File: src/rtl/dds_pkg.sv
// Shared constants, quadrant/sequencer encodings and the quarter-wave ROM
// entry function used by the multi-channel DDS.
package dds_pkg;

    localparam int DEF_NCH     = 4;
    localparam int DEF_PHASE_W = 32;
    localparam int DEF_LUT_AW  = 8;
    localparam int DEF_OUT_W   = 16;

    typedef enum logic [1:0] {
        Q0 = 2'd0,
        Q1 = 2'd1,
        Q2 = 2'd2,
        Q3 = 2'd3
    } quad_t;

    typedef enum logic [1:0] {
        S_IDLE  = 2'd0,
        S_RUN   = 2'd1,
        S_DRAIN = 2'd2
    } seq_state_t;

    // round(amp * sin(pi/2 * (idx + 0.5) / 2^aw)); Taylor series keeps it a
    // plain constant function with no dependence on $sin.
    function automatic int lut_entry(input int idx, input int aw, input int ow);
        real x;
        real term;
        real sum;
        real amp;
        x    = 1.5707963267948966 * (real'(idx) + 0.5) / real'(1 << aw);
        term = x;
        sum  = x;
        for (int n = 1; n < 12; n++) begin
            term = -term * x * x / real'((2 * n) * (2 * n + 1));
            sum  = sum + term;
        end
        amp = real'((1 << (ow - 1)) - 1);
        return $rtoi(sum * amp + 0.5);
    endfunction

endpackage

File: src/rtl/dds_quarter_lut.sv
// Quarter-wave sine magnitude ROM with two independent registered read ports
// (one for the sine address, one for the cosine address).
module dds_quarter_lut
    import dds_pkg::*;
#(
    parameter int LUT_AW = DEF_LUT_AW,
    parameter int OUT_W  = DEF_OUT_W
) (
    input  logic              clk,
    input  logic              rst,
    input  logic [LUT_AW-1:0] sin_addr,
    input  logic [LUT_AW-1:0] cos_addr,
    output logic [OUT_W-2:0]  sin_mag,
    output logic [OUT_W-2:0]  cos_mag
);

    logic [OUT_W-2:0] rom [2**LUT_AW];
    logic [OUT_W-2:0] sin_mag_q, sin_mag_d;
    logic [OUT_W-2:0] cos_mag_q, cos_mag_d;

    for (genvar i = 0; i < 2**LUT_AW; i++) begin : g_rom
        assign rom[i] = (OUT_W-1)'(lut_entry(i, LUT_AW, OUT_W));
    end

    always_comb begin
        sin_mag_d = rom[sin_addr];
        cos_mag_d = rom[cos_addr];
    end

    always_ff @(posedge clk or negedge rst) begin
        if (!rst) begin
            sin_mag_q <= '0;
            cos_mag_q <= '0;
        end else begin
            sin_mag_q <= sin_mag_d;
            cos_mag_q <= cos_mag_d;
        end
    end

    assign sin_mag = sin_mag_q;
    assign cos_mag = cos_mag_q;

endmodule

File: src/rtl/dds_multi.sv
// Time-multiplexed NCH-channel DDS: per-channel phase accumulators walked once
// per sample frame, feeding a 3-stage quarter-wave sin/cos pipeline.
module dds_multi
    import dds_pkg::*;
#(
    parameter int NCH     = DEF_NCH,
    parameter int PHASE_W = DEF_PHASE_W,
    parameter int LUT_AW  = DEF_LUT_AW,
    parameter int OUT_W   = DEF_OUT_W,
    parameter int CH_W    = (NCH > 1) ? $clog2(NCH) : 1
) (
    input  logic                    clk,
    input  logic                    rst,
    input  logic                    sample_tick,
    input  logic                    cfg_we,
    input  logic                    cfg_sel,
    input  logic [CH_W-1:0]         cfg_ch,
    input  logic [PHASE_W-1:0]      cfg_data,
    input  logic                    phase_clr,
    output logic                    busy,
    output logic                    out_valid,
    output logic [CH_W-1:0]         out_ch,
    output logic [1:0]              out_quad,
    output logic signed [OUT_W-1:0] sin,
    output logic signed [OUT_W-1:0] cos,
    output logic                    tick_overrun,
    output seq_state_t              dbg_state
);

    // Handshake: sample_tick is a one-cycle strobe taken only while busy=0;
    // out_valid marks each output cycle and there is no back-pressure.
    localparam logic [CH_W-1:0] LAST_CH = CH_W'(NCH - 1);

    seq_state_t state_q, state_d;
    logic [CH_W-1:0]    cnt_q, cnt_d;
    logic [PHASE_W-1:0] acc_q[NCH], acc_d[NCH];
    logic [PHASE_W-1:0] inc_sh_q[NCH], inc_sh_d[NCH];
    logic [PHASE_W-1:0] ofs_sh_q[NCH], ofs_sh_d[NCH];
    logic [PHASE_W-1:0] inc_act_q[NCH], inc_act_d[NCH];
    logic [PHASE_W-1:0] ofs_act_q[NCH], ofs_act_d[NCH];
    logic clr_pend_q, clr_pend_d, clr_frame_q, clr_frame_d, ovr_q, ovr_d;

    logic s0_v_q, s0_v_d;
    logic [CH_W-1:0] s0_ch_q, s0_ch_d;
    logic s1_v_q, s1_v_d, s1_sin_neg_q, s1_sin_neg_d, s1_cos_neg_q, s1_cos_neg_d;
    logic [CH_W-1:0] s1_ch_q, s1_ch_d;
    quad_t s1_quad_q, s1_quad_d;
    logic [LUT_AW-1:0] s1_sin_a_q, s1_sin_a_d, s1_cos_a_q, s1_cos_a_d;
    logic s2_v_q, s2_v_d, s2_sin_neg_q, s2_sin_neg_d, s2_cos_neg_q, s2_cos_neg_d;
    logic [CH_W-1:0] s2_ch_q, s2_ch_d;
    quad_t s2_quad_q, s2_quad_d;
    logic out_v_q, out_v_d;
    logic [CH_W-1:0] out_ch_q, out_ch_d;
    logic [1:0] out_quad_q, out_quad_d;
    logic signed [OUT_W-1:0] sin_q, sin_d, cos_q, cos_d;

    logic [PHASE_W-1:0] ph;
    logic [1:0] q, qc;
    logic [LUT_AW-1:0] a;
    logic ph_unused;
    logic [OUT_W-2:0] sin_mag, cos_mag;
    logic signed [OUT_W-1:0] sin_ext, cos_ext;

    always_comb begin
        inc_sh_d = inc_sh_q;
        ofs_sh_d = ofs_sh_q;
        for (int i = 0; i < NCH; i++) begin
            if (cfg_we && cfg_ch == CH_W'(i)) begin
                if (cfg_sel) ofs_sh_d[i] = cfg_data;
                else         inc_sh_d[i] = cfg_data;
            end
        end
    end

    always_comb begin
        state_d     = state_q;
        cnt_d       = cnt_q;
        acc_d       = acc_q;
        inc_act_d   = inc_act_q;
        ofs_act_d   = ofs_act_q;
        clr_frame_d = clr_frame_q;
        clr_pend_d  = clr_pend_q | phase_clr;
        ovr_d       = ovr_q | (sample_tick && state_q != S_IDLE);
        s0_v_d      = 1'b0;
        s0_ch_d     = s0_ch_q;
        case (state_q)
            S_IDLE: begin
                if (sample_tick) begin
                    state_d     = S_RUN;
                    cnt_d       = '0;
                    inc_act_d   = inc_sh_q;
                    ofs_act_d   = ofs_sh_q;
                    clr_frame_d = clr_pend_q;
                    clr_pend_d  = phase_clr;
                    if (clr_pend_q) ovr_d = 1'b0;
                end
            end
            S_RUN: begin
                // A pending clear makes each channel restart from its increment.
                for (int i = 0; i < NCH; i++) begin
                    if (cnt_q == CH_W'(i))
                        acc_d[i] = (clr_frame_q ? '0 : acc_q[i]) + inc_act_q[i];
                end
                s0_v_d  = 1'b1;
                s0_ch_d = cnt_q;
                if (cnt_q == LAST_CH) state_d = S_DRAIN;
                else                  cnt_d   = cnt_q + 1'b1;
            end
            S_DRAIN: begin
                if (s2_v_q && s2_ch_q == LAST_CH) state_d = S_IDLE;
            end
            default: state_d = S_IDLE;
        endcase
    end

    always_comb begin
        ph = '0;
        for (int i = 0; i < NCH; i++) begin
            if (s0_ch_q == CH_W'(i)) ph = acc_q[i] + ofs_act_q[i];
        end
        q  = ph[PHASE_W-1 -: 2];
        a  = ph[PHASE_W-3 -: LUT_AW];
        qc = q + 2'd1;
        s1_v_d       = s0_v_q;
        s1_ch_d      = s0_ch_q;
        s1_quad_d    = quad_t'(q);
        s1_sin_a_d   = q[0] ? ~a : a;
        s1_sin_neg_d = q[1];
        s1_cos_a_d   = qc[0] ? ~a : a;
        s1_cos_neg_d = qc[1];
        s2_v_d       = s1_v_q;
        s2_ch_d      = s1_ch_q;
        s2_quad_d    = s1_quad_q;
        s2_sin_neg_d = s1_sin_neg_q;
        s2_cos_neg_d = s1_cos_neg_q;
    end

    assign ph_unused = ^ph[PHASE_W-3-LUT_AW:0];

    dds_quarter_lut #(.LUT_AW(LUT_AW), .OUT_W(OUT_W)) u_lut (
        .clk      (clk),
        .rst      (rst),
        .sin_addr (s1_sin_a_q),
        .cos_addr (s1_cos_a_q),
        .sin_mag  (sin_mag),
        .cos_mag  (cos_mag)
    );

    // Mirrored half-step table never reaches full scale, so negation is safe.
    always_comb begin
        sin_ext    = signed'({1'b0, sin_mag});
        cos_ext    = signed'({1'b0, cos_mag});
        out_v_d    = s2_v_q;
        out_ch_d   = out_ch_q;
        out_quad_d = out_quad_q;
        sin_d      = sin_q;
        cos_d      = cos_q;
        if (s2_v_q) begin
            out_ch_d   = s2_ch_q;
            out_quad_d = s2_quad_q;
            sin_d      = s2_sin_neg_q ? -sin_ext : sin_ext;
            cos_d      = s2_cos_neg_q ? -cos_ext : cos_ext;
        end
    end

    always_ff @(posedge clk or negedge rst) begin
        if (!rst) begin
            state_q     <= S_IDLE;
            cnt_q       <= '0;
            clr_pend_q  <= 1'b0;
            clr_frame_q <= 1'b0;
            ovr_q       <= 1'b0;
            for (int i = 0; i < NCH; i++) begin
                acc_q[i]     <= '0;
                inc_sh_q[i]  <= '0;
                ofs_sh_q[i]  <= '0;
                inc_act_q[i] <= '0;
                ofs_act_q[i] <= '0;
            end
        end else begin
            state_q     <= state_d;
            cnt_q       <= cnt_d;
            clr_pend_q  <= clr_pend_d;
            clr_frame_q <= clr_frame_d;
            ovr_q       <= ovr_d;
            acc_q       <= acc_d;
            inc_sh_q    <= inc_sh_d;
            ofs_sh_q    <= ofs_sh_d;
            inc_act_q   <= inc_act_d;
            ofs_act_q   <= ofs_act_d;
        end
    end

    always_ff @(posedge clk or negedge rst) begin
        if (!rst) begin
            s0_v_q <= 1'b0; s0_ch_q <= '0;
            s1_v_q <= 1'b0; s1_ch_q <= '0; s1_quad_q <= Q0;
            s1_sin_a_q <= '0; s1_cos_a_q <= '0;
            s1_sin_neg_q <= 1'b0; s1_cos_neg_q <= 1'b0;
            s2_v_q <= 1'b0; s2_ch_q <= '0; s2_quad_q <= Q0;
            s2_sin_neg_q <= 1'b0; s2_cos_neg_q <= 1'b0;
            out_v_q <= 1'b0; out_ch_q <= '0; out_quad_q <= '0;
            sin_q <= '0; cos_q <= '0;
        end else begin
            s0_v_q <= s0_v_d; s0_ch_q <= s0_ch_d;
            s1_v_q <= s1_v_d; s1_ch_q <= s1_ch_d; s1_quad_q <= s1_quad_d;
            s1_sin_a_q <= s1_sin_a_d; s1_cos_a_q <= s1_cos_a_d;
            s1_sin_neg_q <= s1_sin_neg_d; s1_cos_neg_q <= s1_cos_neg_d;
            s2_v_q <= s2_v_d; s2_ch_q <= s2_ch_d; s2_quad_q <= s2_quad_d;
            s2_sin_neg_q <= s2_sin_neg_d; s2_cos_neg_q <= s2_cos_neg_d;
            out_v_q <= out_v_d; out_ch_q <= out_ch_d; out_quad_q <= out_quad_d;
            sin_q <= sin_d; cos_q <= cos_d;
        end
    end

    assign busy         = (state_q != S_IDLE);
    assign out_valid    = out_v_q;
    assign out_ch       = out_ch_q;
    assign out_quad     = out_quad_q;
    assign sin          = sin_q;
    assign cos          = cos_q;
    assign tick_overrun = ovr_q;
    assign dbg_state    = state_q;

endmodule

File: config.mk
export PLATFORM = sky130hd
export DESIGN_NAME = dds_multi
export DESIGN_NICKNAME = d
export VERILOG_FILES = /design/src/rtl/dds_pkg.sv /design/src/rtl/dds_quarter_lut.sv /design/src/rtl/dds_multi.sv
export SDC_FILE = /design/constraint.sdc
export NUM_CORES = 2
export LEC_CHECK = 0
export CORE_ASPECT_RATIO = 0.9
export CORE_MARGIN = 1
export CORE_UTILIZATION = 45
export CTS_BUF_LIST = sky130_fd_sc_hd__clkbuf_4 sky130_fd_sc_hd__clkbuf_8
export CTS_CLUSTER_SIZE = 16
export DETAILED_ROUTE_END_ITERATION = 8
export MAX_ROUTING_LAYER = met4
export PLACE_DENSITY_LB_ADDON = 0.15
export SLEW_MARGIN = 20
export SYNTH_ARGS = -nofsm -noshare
export SYNTH_HDL_FRONTEND = slang
export SYNTH_SLANG_ARGS = --single-unit
export TNS_END_PERCENT = 1
File: constraint.sdc
create_clock -name clk -period 10.1 [get_ports clk]
set_clock_uncertainty 0.2 [all_clocks]
set_input_delay 1.515 -clock clk [delete_from_list [all_inputs] [get_ports clk]]
set_output_delay 1.515 -clock clk [all_outputs]
set_load 0.005 [all_outputs]
[Yosys cells after proc, flatten, opt, wreduce, memory -nomap -nowiden]
Memory sizes are Yosys's and may differ from the RTL's. A register that Yosys moved wholly into a read port is not among the register bits.
Cells that the tools add are included.
Cells by class
  $add $sub $neg: 12
  eq/ne operators: 16
  muxes and demuxes: 25
  bitwise gates (word level): 6
  reductions and logical operators: 29
Operator list (number)
  $add 32x32->32: 8
  $mux 32: 8
  $mux 16: 2
  $neg 15->16: 2
  $reduce_and 2->1: 13
  $not 8->9: 2
  $eq 2x2->1 const B: 8
  $mux 8: 2
  $mux 2: 5
  $eq 2x1->1 const B: 4
  $logic_not 2->1: 4
  $ne 2x2->1 const B: 4
  $not 8->8: 1
  $logic_and 1x1->1: 6
  $mux 1: 6
  $pmux 2 s3: 1
  $reduce_and 3->1: 2
  $add 2x1->2 const B: 2
  $pmux 2 s2: 1
  $reduce_bool 2->1: 2
  $logic_not 1->1: 2
  $or 1x1->1: 2
  $not 1->1: 1
Word-level totals
  bits in registers: 717
  bits in read-only memories: 7680
  bits of input ports: 40
  logic and storage cells: 134
  memories: 2
Memories
  (name not given): words 256, bits a word 15, rd ports 1, clocked after memory_dff 1, wr ports 0, RTL line dds_quarter_lut.sv:26  | sin_mag_d = rom[sin_addr];
  (name not given): words 256, bits a word 15, rd ports 1, clocked after memory_dff 1, wr ports 0, RTL line dds_quarter_lut.sv:27  | cos_mag_d = rom[cos_addr];

[Logic depth before layout (Yosys ltp)]
  depth in word-level cells: 7
  gate-level depth with buffers: 16
  depth with buffers taken out: 14

[Cells and area by module]
A second synthesis with hierarchy kept.
Unflattened totals
  cells, all modules: 5228
  area total of the unflattened synthesis: 46641.0 um^2
By module, submodules not included
  dds_multi: instances 1, cells each 3779, area each 37358.3 um^2, seq. area each 17892.2 um^2
  dds_quarter_lut: instances 1, cells each 1449, area each 9282.7 um^2, seq. area each 750.7 um^2

[Worst setup path after synthesis]
No wires, ideal clock.
  path type: register -> register
  start point: register clr_frame_q
  end point: register acc_q[120] (netlist name)
  setup time: 0.069 ns
  data arrival time: 3.504 ns
  data required time: 9.831 ns
  setup slack: 6.328 ns
  stages on the path, launching flop included: 17
  path buffers: 2
  cell sequence: dfrtp_1 > clkbuf_1 > clkbuf_1 > nor2b_1 > ha_1 > inv_1 > fa_1 > nor2b_1 > o21ai_0 > a21boi_0 > o21ai_0 > o31ai_1 > a21bo_2 > a21o_1 > a21oi_1 > or4b_1 > nand3_1
Between the ends
  word-level cells in the longest chain between the ends: 2
Ends and longest elaborated chain
  start: declaration: RTL line dds_multi.sv:41  | logic clr_pend_q, clr_pend_d, clr_frame_q, clr_frame_d, ovr_q, ovr_d;
  start signal: assignment: RTL line dds_multi.sv:184  | clr_frame_q <= clr_frame_d;
  $mux 32: RTL line dds_multi.sv:102  | acc_d[i] = (clr_frame_q ? '0 : acc_q[i]) + inc_act_q[i];
  $add 32x32->32: RTL line dds_multi.sv:102
  end signal: indexed assignment: RTL line dds_multi.sv:174  | acc_q[i] <= '0;
  end signal: assignment: RTL line dds_multi.sv:186  | acc_q <= acc_d;
  end: declaration: RTL line dds_multi.sv:36  | logic [PHASE_W-1:0] acc_q[NCH], acc_d[NCH];
Every way passes these cells.
A chain may end at the register's enable or synchronous reset.

[Worst setup path in the final report]
  start point: register clr_frame_q
  end point: register acc_q[31] (netlist name)
The elaborated chain is that of the path after synthesis.

==> results.sh <==
export IMPL_yosysTopAreaCell="dfrtp_1"
export IMPL_finalCritPeriodShare_pct=52.2
export IMPL_critPathBufInv=2
export IMPL_cts_buffer_depth=3
export IMPL_clk_latency_ns=0.81
export IMPL_worst_slew_pin_slew_ns=1.03
export IMPL_rrSetupSlack_ns=4.82
export IMPL_outcome="finished, final reports clean"
export IMPL_cts_root_buffer="clkbuf_8"
export IMPL_cts_hold_buf=0
export IMPL_hold_viol=0
export IMPL_setup_viol_count_final=0
export IMPL_cts_sinks=745
export IMPL_rsz0062_at_grt="no"
export IMPL_initial_core_util_pct=45.4
export IMPL_coreArea_um2=102000
export IMPL_synth_cell_types=86
export IMPL_die_h_um=306
export IMPL_port_buffers=80
export IMPL_rows=111
export IMPL_wl_per_cell_um=21.6
export IMPL_postCtsSetupBuffers=0
export IMPL_cts_resized=0
export IMPL_hold_class="register to register"
export IMPL_critPathCaptureType="register"
export IMPL_initialDrtViolationCount=3650
export IMPL_gr_total_overflow=0
export IMPL_p_per_area_nw_per_um2=363
export IMPL_min_period_ns=5.28
export IMPL_grt_max_degree=159
export IMPL_critPathLaunchType="register"
export IMPL_cts_buffers=121
export IMPL_crit_family="compound AO/OA/AOI/OAI gates"
export IMPL_die_area_um2=104000
export IMPL_relSlewSlack_pct=31.3
export IMPL_path_max_fanout=57
export IMPL_ys_flop_type="dfrtp_1"
export IMPL_cp_cell_sequence="buf_4 -> buf_4 -> nor2b_1 -> ha_1 -> a211oi_1 -> o21ai_0 -> a221oi_1 -> o21ai_1 -> a31oi_1 -> o211ai_1 -> a2111oi_0 -> nor3b_1 -> mux2i_1 -> o211ai_1"
export IMPL_synth_nets=5571
export IMPL_crit_required_ns=10.53
export IMPL_cts_tree="done"
export IMPL_synth_area_leaders="dfrtp_1, nand2_1, ha_1, mux2_2, o21ai_0"
export IMPL_pin_count=81
export IMPL_total_power_mw=18.4
export IMPL_grtUsageTotal_pct=28.1
export IMPL_cp_data_arrival_time_ns=5.70
export IMPL_grt_pass1_wl_um=223000
export IMPL_seq_area_frac_synth_pct=40.4
export IMPL_area_delta_synth_final_pct=9.85
export IMPL_die_x_um=339
export IMPL_antenna_left=0
export IMPL_critPathMaxStageDelay_ns=0.71
export IMPL_p_leak_nw=23.7
export IMPL_dr_total_vias=38900
export IMPL_synth_top_area_share_pct=40.4
export IMPL_grt_pass1_vias=37000
export IMPL_fillers=9813
export IMPL_slew_viol_final=0
export IMPL_crit_slowest_cell="dfrtp_4"
export IMPL_routed_wirelength_um=144000
export IMPL_synthArstFlopShare_pct=100
export IMPL_antenna_found_initial=8
export IMPL_first_pass_iters=5
export IMPL_place_gp_congestion=1.00
export IMPL_fmax_mhz=190
export IMPL_drc=0
export IMPL_synth_area_per_cell_um2=8.79
export IMPL_vdd_drop_max_v=0.000179
export IMPL_syn_area_um2=46100
export IMPL_synth_warnings=0
export IMPL_path_class="register to register"
export IMPL_htree_levels=3
export IMPL_dp_hpwl_um=97100
export IMPL_synth_seq_cells=745
export IMPL_synthCells=5245
export IMPL_clk_pin_slew_ns=0.07
export IMPL_finalNetCount=5517
export IMPL_drv_cap=0
export IMPL_synth_edf_count=0
export IMPL_via_per_inst=5.85
export IMPL_drive_gt1_share_pct=11.9
export IMPL_setup_tns_ns=0
-- cells in the mapped netlist (14+ instances only) --
cell          n
o21ai_1      20
inv_1        93
xnor2_1      71
nor3b_1      23
a221oi_1     22
a211oi_1     75
o22ai_1      18
a21o_1      114
xor2_1       91
o211ai_1     45
dfrtp_1     745
buf_1        40
nand2b_1     40
nand3_1      81
a311oi_1     24
nor2b_1     154
o31ai_1      44
nand4_1      38
o21ai_0     369
ha_1        282
a31oi_1      51
nor2_1      282
nand2_1    1167
or2_2        14
and3_1       22
a21oi_1     367
o21a_1       26
mux2_2      282
a2111oi_0    16
o311ai_0     20
mux4_2       19
mux2i_1      18
clkbuf_1    267
nor3_1       82
or3_1        17
-- area by class of cell --
cell class / count / area, µm² / area share, %
inverter: 100 / 375 / 0.741
tap: 1356 / 1700 / 3.35
sequential: 745 / 18700 / 36.8
timing repair buffer: 132 / 1250 / 2.47
multi-input combinational: 4091 / 26000 / 51.3
antenna: 4 / 10.0 / 0.0198
clock buffer: 189 / 2410 / 4.75
clock inverter: 30 / 283 / 0.558
-- metrics by stage --
| step | hold slack, ns | utilization, % | setup WS, ns | std cells | cell area (µm²) |
|---|---|---|---|---|---|
| 2_1_floorplan | 0.131 | - | 6.33 | 5245 | 46100 |
| 4_1_cts | 0.149 | 49.8 | 4.80 | 6643 | 50600 |
| 5_1_grt | 0.163 | 49.8 | 4.46 | 6647 | 50700 |
| 3_5_place_dp | 0.136 | 47.2 | 4.85 | 6424 | 48000 |
| 6_report | 0.147 | 49.8 | 4.82 | 6647 | 50700 |
| 3_3_place_gp | 0.132 | 47.2 | 4.92 | 6424 | 48000 |
-- cells by family (layout without fill, tap and decap cells) --
| kind of cell | count (synthesis) | in the layout | share of synthesized area (%) |
|---|---|---|---|
| adder cells (fa/ha/maj) | 286 | 286 | 7.82 |
| multiplexers | 319 | 319 | 8.20 |
| flip-flops | 745 | 745 | 40.4 |
| XOR/XNOR | 163 | 163 | 3.11 |
| AO/OA/AOI/OAI | 1344 | 1344 | 18.2 |
| other | 0 | 4 | 0 |
| buffers and inverters | 409 | 451 | 3.37 |
| AND/OR/NAND/NOR | 1979 | 1979 | 18.8 |
-- cell usage in the layout, fill, tap and decap left out, types with 24 or more instances in the layout --
master,instances
a211oi_1,75
nand3_1,81
dfrtp_1,734
o211ai_1,45
o21ai_0,369
xnor2_1,71
o31ai_1,44
nor2b_1,154
a311oi_1,24
clkbuf_4,31
clkdlybuf4s50_1,79
nand2b_1,40
buf_4,46
inv_1,93
mux2_2,282
ha_1,282
a31oi_1,51
nand2_1,1162
nand4_1,38
o21a_1,26
clkbuf_8,158
a21o_1,114
nor2_1,282
a21oi_1,367
nor3_1,80
xor2_1,91
-- registers in the layout (all words and copies together), names as in the netlist, 2 cells and up --
name,count
acc_q,128
inc_act_q,128
inc_sh_q,128
ofs_act_q,128
ofs_sh_q,128
cos,16
sin,16
u_lut.cos_mag,15
u_lut.sin_mag,15
s1_cos_a_q,8
s1_sin_a_q,8
cnt_q,2
dbg_state,2
out_ch,2
out_quad,2
s0_ch_q,2
s1_ch_q,2
s1_quad_q,2
s2_ch_q,2
s2_quad_q,2
-- per-layer routing --
metal	track usage, %	routed length (µm)	part of all wire, %	vias up
met5	-	0	0	-
met4	9.61	4890	3.4	0
met3	3.62	8410	5.8	290
met2	42.8	64200	45	1243
met1	38.7	66400	46	18900
li1	-	-	-	18500
-- where the power goes --
group	total, mW	internal (mW)	switching, mW
sequential	5.12	4.14	0.984
clock	2.88	1.60	1.28
combinational	10.4	3.86	6.52
total	18.4	9.59	8.78
-- worst paths after layout --
kind                                         start                    endpoint  cells past startpoint
setup / recovery           clr_frame_q$_DFFE_PN0P_       acc_q[31]$_DFFE_PN0P_                     14
hold / removal                    s0_v_q$_DFF_PN0_            s1_v_q$_DFF_PN0_                      0
setup reg to reg           clr_frame_q$_DFFE_PN0P_       acc_q[31]$_DFFE_PN0P_                     14
hold reg to reg                   s0_v_q$_DFF_PN0_            s1_v_q$_DFF_PN0_                      0
max in group asynchronous                      rst       acc_q[36]$_DFFE_PN0P_                      3
min in group asynchronous                      rst  u_lut.cos_mag[3]$_DFF_PN0_                      1
Note: power is estimated with default switching activity, not from simulation.
